[src/rtl/obstacle_gen_if.sv]
// Control and geometry bus between obstacle_gen and its consumers: frame tick and
// game mode go in, packed obstacle rectangles and the score come out.
interface obstacle_gen_if;
  logic         tick;
  logic [1:0]   gamemode;
  logic [199:0] obstacle_x;
  logic [179:0] obstacle_y;
  logic [9:0]   score;

  modport master (
    output tick,
    output gamemode,
    input  obstacle_x,
    input  obstacle_y,
    input  score
  );

  modport slave (
    input  tick,
    input  gamemode,
    output obstacle_x,
    output obstacle_y,
    output score
  );
endinterface

[src/rtl/obstacle_gen.sv]
// Ten-slot obstacle generator: spawns LFSR-sized obstacles at the right edge, scrolls
// them left on each running frame tick, retires them past x=0 and counts retirements.
module obstacle_gen #(
  parameter int          SCREEN_W       = 640,
  parameter int          OBS_WIDTH      = 40,
  parameter int          SPEED          = 4,
  parameter int          SPAWN_INTERVAL = 90,
  parameter int          UPPER_BOUND    = 20,
  parameter int          OBS_HEIGHT_MIN = 40,
  parameter logic [15:0] LFSR_SEED      = 16'hACE1
) (
  input  logic          clk,
  input  logic          rst,
  obstacle_gen_if.slave bus
);

  localparam int NUM_SLOTS = 10;
  localparam int CNT_W     = (SPAWN_INTERVAL > 1) ? $clog2(SPAWN_INTERVAL) : 1;

  localparam logic [9:0]       SPEED_V     = 10'(SPEED);
  localparam logic [9:0]       SPAWN_LEFT  = 10'(SCREEN_W);
  localparam logic [9:0]       SPAWN_RIGHT = 10'(SCREEN_W + OBS_WIDTH - 1);
  localparam logic [8:0]       TOP_BASE    = 9'(UPPER_BOUND);
  localparam logic [8:0]       HEIGHT_BASE = 9'(OBS_HEIGHT_MIN);
  localparam logic [CNT_W-1:0] CNT_LAST    = CNT_W'(SPAWN_INTERVAL - 1);
  localparam logic [15:0]      LFSR_MASK   = 16'hB400;

  typedef enum logic [1:0] {
    MODE_INIT  = 2'b00,
    MODE_RUN   = 2'b01,
    MODE_PAUSE = 2'b10,
    MODE_END   = 2'b11
  } mode_e;

  typedef struct packed {
    logic       valid;
    logic [9:0] left;
    logic [9:0] right;
    logic [8:0] top;
    logic [8:0] bot;
  } slot_t;

  // Empty slots carry the off-screen sentinel in their own registers, so the
  // output buses are plain wiring from state with no valid-based muxing.
  localparam slot_t EMPTY_SLOT = '{
    valid: 1'b0,
    left:  10'h3FF,
    right: 10'h3FF,
    top:   9'h1FF,
    bot:   9'h1FF
  };

  slot_t [NUM_SLOTS-1:0] slot_q, slot_d;
  logic  [15:0]          lfsr_q, lfsr_d;
  logic  [9:0]           score_q, score_d;
  logic  [CNT_W-1:0]     cnt_q, cnt_d;

  logic [3:0]  n_retired;
  logic [10:0] score_sum;
  logic        placed;
  logic [8:0]  spawn_top;
  logic [8:0]  spawn_bot;

  // Geometry for a spawn in this cycle, taken from the current LFSR value.
  assign spawn_top = TOP_BASE + {1'b0, lfsr_q[7:0]};
  assign spawn_bot = spawn_top + HEIGHT_BASE + {3'b000, lfsr_q[13:8]} - 9'd1;

  // NOTE: every signal written here gets a default first, so no path leaves a
  // value unassigned and no latch is inferred.
  always_comb begin
    slot_d    = slot_q;
    score_d   = score_q;
    cnt_d     = cnt_q;
    n_retired = '0;
    score_sum = '0;
    placed    = 1'b0;
    lfsr_d    = {1'b0, lfsr_q[15:1]} ^ (lfsr_q[0] ? LFSR_MASK : 16'h0000);

    case (mode_e'(bus.gamemode))
      MODE_INIT: begin
        slot_d  = {NUM_SLOTS{EMPTY_SLOT}};
        score_d = '0;
        cnt_d   = '0;
      end

      MODE_RUN: begin
        if (bus.tick) begin
          for (int k = 0; k < NUM_SLOTS; k++) begin
            if (slot_q[k].valid) begin
              if (slot_q[k].right < SPEED_V) begin
                slot_d[k] = EMPTY_SLOT;
                n_retired = n_retired + 4'd1;
              end else begin
                slot_d[k].right = slot_q[k].right - SPEED_V;
                slot_d[k].left  = (slot_q[k].left < SPEED_V) ? 10'd0
                                                             : slot_q[k].left - SPEED_V;
              end
            end
          end

          score_sum = {1'b0, score_q} + {7'd0, n_retired};
          score_d   = score_sum[10] ? 10'h3FF : score_sum[9:0];

          if (cnt_q == CNT_LAST) begin
            cnt_d = '0;
            // Eligibility uses pre-tick validity: a slot freed this tick stays empty.
            for (int k = 0; k < NUM_SLOTS; k++) begin
              if (!placed && !slot_q[k].valid) begin
                slot_d[k] = '{
                  valid: 1'b1,
                  left:  SPAWN_LEFT,
                  right: SPAWN_RIGHT,
                  top:   spawn_top,
                  bot:   spawn_bot
                };
                placed = 1'b1;
              end
            end
          end else begin
            cnt_d = cnt_q + CNT_W'(1);
          end
        end
      end

      default: begin
        // Paused or ended: hold everything except the free-running LFSR.
      end
    endcase
  end

  // NOTE: state registers use non-blocking assignments so every flop samples
  // the pre-edge value of every other flop.
  always_ff @(posedge clk) begin
    if (rst) begin
      // NOTE: the slot array is reset like ordinary flops (not left as
      // uninitialised storage) because its contents drive the outputs directly.
      slot_q  <= {NUM_SLOTS{EMPTY_SLOT}};
      lfsr_q  <= LFSR_SEED;
      score_q <= '0;
      cnt_q   <= '0;
    end else begin
      slot_q  <= slot_d;
      lfsr_q  <= lfsr_d;
      score_q <= score_d;
      cnt_q   <= cnt_d;
    end
  end

  logic [199:0] obs_x;
  logic [179:0] obs_y;

  always_comb begin
    obs_x = '0;
    obs_y = '0;
    for (int k = 0; k < NUM_SLOTS; k++) begin
      obs_x[k*20 +: 10]    = slot_q[k].left;
      obs_x[k*20+10 +: 10] = slot_q[k].right;
      obs_y[k*18 +: 9]     = slot_q[k].top;
      obs_y[k*18+9 +: 9]   = slot_q[k].bot;
    end
  end

  assign bus.obstacle_x = obs_x;
  assign bus.obstacle_y = obs_y;
  assign bus.score      = score_q;

endmodule

[src/flat_wrapper.sv]
// flat-port wrapper written by rule: the top's interface ports become plain ports
module obstacle_gen_flat 
#(
  parameter int          SCREEN_W       = 640,
  parameter int          OBS_WIDTH      = 40,
  parameter int          SPEED          = 4,
  parameter int          SPAWN_INTERVAL = 90,
  parameter int          UPPER_BOUND    = 20,
  parameter int          OBS_HEIGHT_MIN = 40,
  parameter logic [15:0] LFSR_SEED      = 16'hACE1
)
  (clk, rst, bus_tick, bus_gamemode, bus_obstacle_x, bus_obstacle_y, bus_score);
  obstacle_gen_if bus_i ();
  input  logic clk;
  input  logic rst;
  input wire logic [$bits(bus_i.tick)-1:0] bus_tick;
  input wire logic [$bits(bus_i.gamemode)-1:0] bus_gamemode;
  output wire logic [$bits(bus_i.obstacle_x)-1:0] bus_obstacle_x;
  output wire logic [$bits(bus_i.obstacle_y)-1:0] bus_obstacle_y;
  output wire logic [$bits(bus_i.score)-1:0] bus_score;
  assign bus_i.tick = bus_tick;
  assign bus_i.gamemode = bus_gamemode;
  assign bus_obstacle_x = bus_i.obstacle_x;
  assign bus_obstacle_y = bus_i.obstacle_y;
  assign bus_score = bus_i.score;
  obstacle_gen #(.SCREEN_W(SCREEN_W), .OBS_WIDTH(OBS_WIDTH), .SPEED(SPEED), .SPAWN_INTERVAL(SPAWN_INTERVAL), .UPPER_BOUND(UPPER_BOUND), .OBS_HEIGHT_MIN(OBS_HEIGHT_MIN), .LFSR_SEED(LFSR_SEED)) u_core (.clk(clk), .rst(rst), .bus(bus_i));
endmodule
[config.mk]
export PLATFORM = sky130hd
export DESIGN_NAME = obstacle_gen_flat
export DESIGN_NICKNAME = d
export VERILOG_FILES = /design/src/rtl/obstacle_gen_if.sv /design/src/rtl/obstacle_gen.sv /design/src/flat_wrapper.sv
export SDC_FILE = /design/constraint.sdc
export NUM_CORES = 1
export LEC_CHECK = 0
export CAP_MARGIN = 20
export CELL_PAD_IN_SITES_DETAIL_PLACEMENT = 0
export CELL_PAD_IN_SITES_GLOBAL_PLACEMENT = 1
export CORE_MARGIN = 2
export CORE_UTILIZATION = 30
export CTS_CLUSTER_DIAMETER = 40
export DETAILED_ROUTE_END_ITERATION = 8
export PLACE_DENSITY_LB_ADDON = 0.1
export SLEW_MARGIN = 20
export SYNTH_ARGS = -nofsm -noshare
export SYNTH_HDL_FRONTEND = slang
export SYNTH_SLANG_ARGS = --single-unit
[constraint.sdc]
create_clock -name clk -period 16.6 [get_ports clk]
set_input_delay 2.49 -clock clk [delete_from_list [all_inputs] [get_ports clk]]
set_output_delay 2.49 -clock clk [all_outputs]
set_load 0.1 [all_outputs]
==> reports/results.tsv <==
metric	value	unit
actual slew at the worst max-slew pin	1160	ps
vias in the first global route	18700	
cell with the largest stage delay on the worst path	sky130_fd_sc_hd__dfxtp_1	
Initial DRT Pass Iterations	5	
number of antenna violations at the first check in global routing	0	
Total Die Area	0.0773	mm^2
Post-CTS Resized	0	
worst-case register-to-register setup slack	8730	ps
data arrival time of the critical path	8430	ps
placeable core region	0.0744	mm^2
CP most frequent cell	sky130_fd_sc_hd__ha_1	
Avg Vias per Cell	5.17	
count of H-tree levels built during CTS	3	
Fill cells	7598	
Post-CTS Hold Buffers	0	
global route hottest layer	met2	
WL per Instance	22.5	um
time the final worst path needs with I/O delays and setup	7870	ps
met3 Usage GRT	5.09	%
final weighted congestion of routability-driven global placement	0.865	
violation count after the first detailed-route iteration	1269	
most used flip-flop cell after synthesis	sky130_fd_sc_hd__dfxtp_1	
portion of synthesized cell area occupied by the leading cell type	37.6	%
FP Rows	100	
count of input and output buffers	394	
crit share post-route	47.4	%
die span in x	278	um
number of register bits inferred by synthesis	423	
Buffers & Inverters on Critical Path	2	
Critical Path Sink Type	register	
final standard cell utilization of the core	37.6	%
Worst Reg2Reg Path Length in Cells	37	
worst hold-check path type	register to register	
initial core utilization	30.3	%
Synth area leaders	sky130_fd_sc_hd__dfxtp_1 38%, sky130_fd_sc_hd__buf_4 13%, sky130_fd_sc_hd__nand2_1 5.6%	
FF+latch area	0.00847	mm^2
clock tree from TritonCTS	done	
worst-skew pair later-pin latency	650	ps
total wirelength of the detailed-routed design	85500	um
Unique masters post-synth	85	
post-synth top area cell	sky130_fd_sc_hd__dfxtp_1	
crit-path max FO	19	
mapped cell area	0.0225	mm^2
largest net degree at the start of global routing	70	
post-route ant nets	0	
Crit path required time	17160	ps
worst setup path end	u_core.bus.score[1]$_SDFFE_PP0P_	
reg-to-reg critical path startpoint	u_core.slot_q[38]$_SDFFE_PP0P_	
combined global-route utilization of all metal layers	21.4	%
cell area power density	113	mW/mm^2
total number of vias	19600	
worst IR drop on VDD	0.0677	mV
Worst setup startpoint	u_core.slot_q[38]$_SDFFE_PP0P_	
Final Setup Violations	0	
post-synthesis area per instance	8.16	um^2
number of buffers inserted during clock tree synthesis	95	
clock input transition at the sequential cells of the worst setup and hold paths	50	ps
Min Hold Slack	438	ps
clock tree skew after final layout	41.1	ps
Synth-to-Final Area Change	24.1	%
number of max-slew violations in the final report	0	
maximum clock path buffer count	3	
die extent in y	278	um
gate count after technology mapping	2762	
global-route track usage on met2	34.9	%
number of gates on the worst path with buffers counted	37	
fin nets	2806	
post-CTS setup buffer count	0	
number of antenna diodes	0	
setup repair after global routing missed its margin	false	
fmax	0.127	GHz
status	finished clean	
count of maximum capacitance violations	0	
remaining max-slew budget at the tightest pin	22.4	%
final setup TNS	0	ps
Fin. Hold Viols	0	
I/O Pins	395	
sequential-to-total area share from yosys stat	37.6	%
wire length of the first global-routing pass	126000	um
category of cells accounting for the largest share of critical-path delay	simple AND/OR/NAND/NOR gates	
share of synthesized registers carrying an async set or reset	0	%
fraction of layout cells with a size suffix above 1	9.23	%
leakage power summed over all cells	10.6	nW
number of nets in the synthesized netlist	2817	
number of clock sinks seen by CTS	423	
worst reg2reg path endpoint	u_core.bus.score[1]$_SDFFE_PP0P_	
slowest stage delay, CP	770	ps
area of the multi-input gates	0.0104	mm^2
hpwl dp	60000	um
Worst Setup Path Type	register to register	
overall overflow remaining after global route	0	
root buffer cell	sky130_fd_sc_hd__clkbuf_16	
GR met1 Demand/Resource	27.8	%
residual DRC count	0	
number of synthesized flops with an enable pin	0	
crit path launch type	register	
Synth Warn #	0	
layout by cell type (no fill, tap or decap), types with 50 or more instances in the layout:
cell and instances:
sky130_fd_sc_hd__a21oi_1 137, sky130_fd_sc_hd__clkbuf_16 97, sky130_fd_sc_hd__clkdlybuf4s50_1 392, sky130_fd_sc_hd__dfxtp_1 423, sky130_fd_sc_hd__inv_1 80, sky130_fd_sc_hd__nand2_1 333
sky130_fd_sc_hd__nand2b_1 84, sky130_fd_sc_hd__nor2_1 149, sky130_fd_sc_hd__nor3_1 73, sky130_fd_sc_hd__o21ai_0 172, sky130_fd_sc_hd__o22ai_1 144, sky130_fd_sc_hd__xnor2_1 50
synth_stat cells (all sizes together) (4+ instances only):
| library cell | n |
|---|---|
| and3 | 19 |
| nor4 | 18 |
| a211o | 12 |
| mux2i | 8 |
| o21bai | 12 |
| o22ai | 144 |
| o31ai | 20 |
| a211oi | 7 |
| nand3b | 11 |
| nor2b | 18 |
| nor3 | 74 |
| a31oi | 22 |
| or3 | 39 |
| and2 | 12 |
| nand4 | 24 |
| o22a | 15 |
| dfxtp | 423 |
| nand2b | 85 |
| inv | 82 |
| nor4b | 5 |
| o21ai | 174 |
| o211ai | 23 |
| or4 | 7 |
| a21o | 13 |
| xor2 | 22 |
| o21a | 8 |
| nand4b | 4 |
| o32a | 17 |
| or2 | 23 |
| nor3b | 6 |
| nand2 | 335 |
| ha | 48 |
| nand3 | 47 |
| a21oi | 142 |
| a221o | 31 |
| buf | 391 |
| o311ai | 5 |
| a22oi | 10 |
| nor2 | 152 |
| xnor2 | 51 |
| clkbuf | 144 |
| o32ai | 19 |
sequential cells by signal, summed over array words and instances, names as in the netlist:
signal,cells
u_core.bus.obstacle_x,200
u_core.bus.obstacle_y,180
u_core.bus.score,10
u_core.cnt_q,7
u_core.lfsr_q,16
u_core.slot_q,10
kinds of logic (layout without fill, tap and decap cells):
family	count (synthesis)	count (layout)	share of synthesized area (%)
flops	423	423	37.6
mux	9	9	0.405
xor+xnor	77	77	3.36
simple gates	887	887	19.3
fa+ha+maj	50	50	2.84
buf+inv	620	686	16.8
compound gates	696	696	19.8
per-stage QoR:
step / power (mW) / cell area, um^2 / cells / setup WS, ps
2_1_floorplan: 1.15 / 22500 / 2762 / 9680
3_3_place_gp: 1.22 / 24600 / 3622 / 8970
3_5_place_dp: 1.22 / 24600 / 3623 / 8840
4_1_cts: 3.21 / 28000 / 3797 / 8760
5_1_grt: 3.28 / 28000 / 3797 / 8040
6_report: 3.17 / 28000 / 3797 / 8730
how the worst min path moves through the flow:
stage                                                  from                                 endpoint  slack, ps  depth (start not counted)
floorplan                      u_core.lfsr_q[15]$_SDFF_PP1_             u_core.lfsr_q[14]$_SDFF_PP0_        410                          1
global placement     u_core.bus.obstacle_x[30]$_SDFFE_PP1P_   u_core.bus.obstacle_x[30]$_SDFFE_PP1P_        430                          1
detailed placement  u_core.bus.obstacle_x[130]$_SDFFE_PP1P_  u_core.bus.obstacle_x[130]$_SDFFE_PP1P_        430                          1
CTS                             u_core.lfsr_q[9]$_SDFF_PP0_              u_core.lfsr_q[8]$_SDFF_PP0_        440                          2
global route        u_core.bus.obstacle_x[171]$_SDFFE_PP1P_  u_core.bus.obstacle_x[171]$_SDFFE_PP1P_        460                          1
finish                          u_core.lfsr_q[9]$_SDFF_PP0_              u_core.lfsr_q[8]$_SDFF_PP0_        440                          2
power breakdown:
part | switching, mW | total (mW) | internal [mW] | leakage, nW
clock | 0.648 | 1.97 | 1.32 | 1.66
sequential | 0.00476 | 1.03 | 1.02 | 3.43
combinational | 0.132 | 0.171 | 0.0393 | 5.51
total | 0.785 | 3.17 | 2.39 | 10.6
final cells by class:
class | instances | area share [%]
multi-input combinational | 1719 | 37.2
sequential | 423 | 30.3
timing repair buffer | 427 | 14.9
clock buffer | 120 | 9.48
tap | 969 | 4.33
clock inverter | 54 | 2.66
inverter | 85 | 1.14
routing by layer:
metal / share of wire, % / routed length (um)
met1: 45 / 38100
met2: 47 / 39900
met3: 6.1 / 5260
met4: 2.6 / 2250
met5: 0 / 0
worst min-delay path, stage by stage (launching register included):
cell and delay (ps):
sky130_fd_sc_hd__dfxtp_1 290, sky130_fd_sc_hd__inv_1 60, sky130_fd_sc_hd__nor2_1 40
Power figures use the tool's default switching activity.
